File: config.mk
export PLATFORM = sky130hd
export DESIGN_NAME = l2_write_buffer
export DESIGN_NICKNAME = d
export VERILOG_FILES = /design/src/rtl/l2_write_buffer.sv
export SDC_FILE = /design/constraint.sdc
export NUM_CORES = 2
export LEC_CHECK = 0
export CAP_MARGIN = 40
export CORE_AREA = 3 3 428 430
export CTS_BUF_LIST = sky130_fd_sc_hd__clkbuf_16
export DETAILED_ROUTE_END_ITERATION = 8
export DIE_AREA = 0 0 431 433
export PLACE_DENSITY = 0.68
export SETUP_SLACK_MARGIN = 0.02
export SYNTH_ARGS = -nofsm -noshare
export SYNTH_HDL_FRONTEND = slang
export SYNTH_SLANG_ARGS = --single-unit
File: constraint.sdc
create_clock -name clk -period 21.9 [get_ports clk]
set_input_delay 4.38 -clock clk [delete_from_list [all_inputs] [get_ports clk]]
set_output_delay 4.38 -clock clk [all_outputs]
set_load 0.1 [all_outputs]
File: src/rtl/l2_write_buffer.sv
// Line-granular write buffer between the cache arbiter and the unified L2.
// Writes retire into a small FIFO and drain in the background; reads get priority.
module l2_write_buffer #(
  parameter int s_offset = 5,
  parameter int s_line   = 256,
  parameter int DEPTH    = 4
) (
  input  logic              clk,
  input  logic              rst,
  input  logic              mem_read,
  input  logic              mem_write,
  input  logic [31:0]       mem_address,
  input  logic [s_line-1:0] mem_wdata,
  output logic              mem_resp,
  output logic [s_line-1:0] mem_rdata,
  output logic              l2_read,
  output logic              l2_write,
  output logic [31:0]       l2_address,
  output logic [s_line-1:0] l2_wdata,
  input  logic              l2_resp,
  input  logic [s_line-1:0] l2_rdata,
  output logic              buffer_empty
);

  localparam int PW = $clog2(DEPTH);
  localparam int CW = PW + 1;
  localparam int TW = 32 - s_offset;

  typedef enum logic [1:0] {IDLE, READ, DRAIN} state_t;

  state_t state, state_n;

  logic [DEPTH-1:0]  valid;
  logic [TW-1:0]     tags [DEPTH];
  logic [s_line-1:0] data [DEPTH];
  logic [PW-1:0]     head, tail, hit_idx;
  logic [CW-1:0]     count, cnt_eff;
  logic [TW-1:0]     tag;
  logic              hit, pop, req_ok;
  logic              rd_hit, rd_miss, rd_done;
  logic              w_hit, blocked, wr_req;
  logic              wr_coal, wr_push;
  logic              addr_unused;

  assign tag         = mem_address[31:s_offset];
  assign addr_unused = ^mem_address[s_offset-1:0];

  always_comb begin
    hit     = 1'b0;
    hit_idx = '0;
    for (int i = 0; i < DEPTH; i++) begin
      if (valid[i] && tags[i] == tag) begin
        hit     = 1'b1;
        hit_idx = PW'(i);
      end
    end
  end

  assign pop     = (state == DRAIN) && l2_resp;
  assign rd_done = (state == READ) && l2_resp;
  assign req_ok  = !mem_resp;
  assign cnt_eff = count - CW'(pop);

  assign rd_hit  = req_ok && mem_read && hit;
  assign rd_miss = req_ok && mem_read && !hit;
  assign wr_req  = req_ok && mem_write && !mem_read;

  // A head entry popped this cycle no longer counts as a match
  assign w_hit   = hit && !(pop && hit_idx == head);
  assign blocked = w_hit && (state == DRAIN) && (hit_idx == head);
  assign wr_coal = wr_req && w_hit && !blocked;
  assign wr_push = wr_req && !w_hit && (cnt_eff < CW'(DEPTH));

  always_comb begin
    state_n = state;
    unique case (state)
      IDLE: begin
        if (rd_miss)
          state_n = READ;
        else if (count != '0)
          state_n = DRAIN;
      end
      READ:    if (l2_resp) state_n = IDLE;
      DRAIN:   if (l2_resp) state_n = IDLE;
      default: state_n = IDLE;
    endcase
  end

  always_ff @(posedge clk) begin
    if (rst) begin
      state      <= IDLE;
      l2_read    <= 1'b0;
      l2_write   <= 1'b0;
      l2_address <= '0;
      l2_wdata   <= '0;
      mem_resp   <= 1'b0;
      mem_rdata  <= '0;
    end else begin
      state    <= state_n;
      l2_read  <= (state_n == READ);
      l2_write <= (state_n == DRAIN);
      if (state == IDLE && state_n == READ)
        l2_address <= {tag, {s_offset{1'b0}}};
      if (state == IDLE && state_n == DRAIN) begin
        l2_address <= {tags[head], {s_offset{1'b0}}};
        // Same-cycle coalesce into head must reach L2
        l2_wdata <= (wr_coal && hit_idx == head)
                    ? mem_wdata : data[head];
      end
      mem_resp <= wr_coal || wr_push || rd_hit || rd_done;
      if (rd_hit)
        mem_rdata <= data[hit_idx];
      else if (rd_done)
        mem_rdata <= l2_rdata;
    end
  end

  always_ff @(posedge clk) begin
    if (rst) begin
      valid <= '0;
      head  <= '0;
      tail  <= '0;
      count <= '0;
    end else begin
      if (pop) begin
        valid[head] <= 1'b0;
        head        <= head + 1'b1;
      end
      if (wr_push) begin
        valid[tail] <= 1'b1;
        tail        <= tail + 1'b1;
      end
      count <= cnt_eff + CW'(wr_push);
    end
  end

  always_ff @(posedge clk) begin
    if (wr_push) begin
      tags[tail] <= tag;
      data[tail] <= mem_wdata;
    end
    if (wr_coal)
      data[hit_idx] <= mem_wdata;
  end

  assign buffer_empty = (count == '0) && (state != DRAIN);

endmodule
==> results.toml <==
[grt]
grt_pass1_wl_mm = 407
grt_start_max_net_pins = 236
grt_pass1_vias = 61100
grt_util_all_layers_pct = 29.2
grt_antenna_before_repair = 103
grt.overflow.total = 0

[cts]
cts.clk_slew.worst_paths_ns = 0.06
ctsHtreeMaxLevel = 4
clockBufferDepth = 3
cts_buffers = 199
cts.hold.buffers_added = 0
worst_skew_pair.late_latency_ns = 0.84
cts_setup_buffers = 0
post_cts_resized = 0
tritoncts_clock_tree = "built"
ctsRootBufferMaster = "clkbuf_16"
clock_net_sink_count = 1946

[setup_path]
crit_arrival_ns = 10.29
critical_path.n_buffers_inverters = 4
crit_chain = "clkdlybuf4s50_1, xnor2_1, nand4_1, or4_4, or2_0, o41ai_1, o211a_1, o21ai_0, o22ai_4, buf_4, buf_4, buf_4"
capture_point_of_the_worst_reg_to_reg_path = "data[0][121]"
path_delay_family = "buffers and inverters"
cp_max_fanout = 48
worstPathRequired_ns = 22.34
critPathLaunchType = "primary input"
critPathSlowestCell = "buf_4"
cp_slowest_stage_delay_ns = 0.80
critPathMostFrequentCell = "buf_4"
crit_type = "primary input to register"
r2r.worst_path.cells = 11
startpoint_of_the_lowest_slack_register_to_register_path = "tags[2][18]"
ff2ff_setup_slack_ns = 15.99
worst_setup_path_end_kind = "register"

[floorplan]
design.die.area_um2 = 187000
core_area_um2 = 180000
chipHeight_um = 433
die-width_um = 431
initial_core_utilization_pct = 45.9
rows = 156
floorplan.io_pins = 1097

[synthesis]
synthMostInstantiatedCell = "edfxtp_1"
synth_area_leaders = "edfxtp_1 (50%), dfxtp_1 (14%), mux4_2 (7.7%)"
synth.ff_latch_count = 1946
synth_area_um2 = 82700
synth_warnings = 0
synth_edf_count = 1388
yosysTopAreaCell = "edfxtp_1"
ys_top_cells_by_count = "edfxtp_1 (1,388), a211oi_1 (784), dfxtp_1 (558)"
synth_area_per_cell_um2 = 13.8
seq_area_frac_synth_pct = 63.9
postSynthCellCount = 5990
yosysUniqueCellTypes = 60
synth_flop_cell = "edfxtp_1"
ys_async_sr_fraction_pct = 0
synth_top_area_share_pct = 50.4

[place]
post_dp_cell_area_um2 = 108000
gp_congestion = 0.904
detailedPlacementHpwl_mm = 184
placed_cells_incl_taps = 9554
buffer_ports.inserted = 1086

[route]
dr_wl_met3_mm = 21.8
detail_route.first_pass.iterations = 8
drt-vias-per-instance = 6.01
vias = 60200
finalWirelength_mm = 282
drtIter0Drc = 5984
drt.antenna.violating_nets = 0
wl_met1_mm = 105
post-route-drc-count = 0
highest-signal-layer = "met5"
route.met2.wl_mm = 135
routed_wirelength_normalized_by_instance_count_um = 28.2

[power]
total_power_w = 0.0100
vdd.ir_drop.worst_v = 0.000123
static-leakage-power_nw = 40.9
p_per_area_nw_per_um2 = 87.4

[sta]
final-setup-viol-count = 0
fin_tns_setup_ns = 0
finalWorstPathRequiredPeriod_ns = 9.85
timing.clock.skew_ns = 0.0367
timing.final.hold_violations = 0
timing_max_transition_violations_final = 0
final_min_period_over_clock_period_pct = 45.0
worst_pin_slew_ns = 1.19
setup_repair_after_global_routing_missed_its_margin = "false"
achievable-frequency_ghz = 0.101
slew_headroom_pct = 20.6

[cells_and_area]
nets = 7952
final_design_area_no_fill_um2 = 114000
drive_gt1_share_pct = 19.8
layout.cells.non_filler = 10000
area_growth_pct = 38.4

[run_status]
outcome = "finished clean"

[worst_hold_path]
whs_path_depth = 2
hold_class = "register to register"

[run]
maxCapViolations = 0
## stage by stage
stage	setup slack, ns	hold slack [ns]	util (%)
3_3_place_gp	10.59	0.439	52.8
5_1_grt	11.78	0.469	63.5
2_1_floorplan	2.13	0.434	-
6_report	12.05	0.451	63.5
3_5_place_dp	11.20	0.444	59.7
4_1_cts	12.10	0.452	63.4
## logic make-up after synthesis
family / Yosys count / synth area share (%)
multiplexers: 796 / 14.3
buffers and inverters: 571 / 2.92
AO/OA/AOI/OAI: 1376 / 11.0
other: 1 / 0.00454
flip-flops: 1946 / 63.9
AND/OR/NAND/NOR: 1172 / 6.43
adder cells (fa/ha/maj): 16 / 0.242
XOR/XNOR: 112 / 1.21
## worst max-delay path by stage
stage,startpoint,to,slack [ns],depth (start not counted)
5_1_grt,mem_address[7],data[0][152],11.78,12
6_report,mem_address[7],data[0][121],12.05,12
2_1_floorplan,mem_address[13],data[0][0],2.13,11
3_3_place_gp,mem_address[7],data[1][167],10.59,12
3_5_place_dp,mem_address[7],data[0][150],11.20,12
4_1_cts,mem_address[7],data[0][253],12.10,12
## cell usage in the layout (no fill, tap or decap), drive strengths merged, types with 17 or more instances in the layout
master and n:
a211oi 784, buf 658, a21oi 535, xnor2 75, mux2 256, edfxtp 1388, xor2 37, inv 92
o31ai 17, dfxtp 558, or3 18, mux2i 257, nand2 532, mux4 283, nor4 18, clkbuf 212
nand4 26, bufinv 18, nor2 285, clkdlybuf4s50 1076, clkinv 77, and3 257, diode 79
## report_power, final
group,internal (W),total [W],leakage (nW),switching (W)
registers,0.00419,0.00429,17.1,0.0000997
logic,0.000894,0.00232,20.3,0.00143
clock network,0.00195,0.00339,3.40,0.00144
## routing by layer
| layer | global-route usage, % | up-vias |
|---|---|---|
| li1 | - | 26100 |
| met1 | 35.9 | 30300 |
| met2 | 46.7 | 2970 |
| met3 | 6.67 | 827 |
| met4 | 18.9 | 52 |
| met5 | 0 | - |
## worst min-delay path: cells and delay by family (launching register included)
kind	cells	cell delay (ns)
compound gates	1	0.05
flops	1	0.31
simple gates	1	0.05
## cell type report
| type | instances | area, um^2 |
|---|---|---|
| sequential | 1946 | 52900 |
| inverter | 29 | 135 |
| timing repair buffer | 1734 | 24200 |
| clock inverter | 166 | 1240 |
| multi-input combinational | 3477 | 27500 |
| tap | 2370 | 2970 |
| fill | 12500 | 65700 |
| clock buffer | 212 | 5310 |
| antenna | 79 | 198 |
Power figures use the tool's default switching activity.
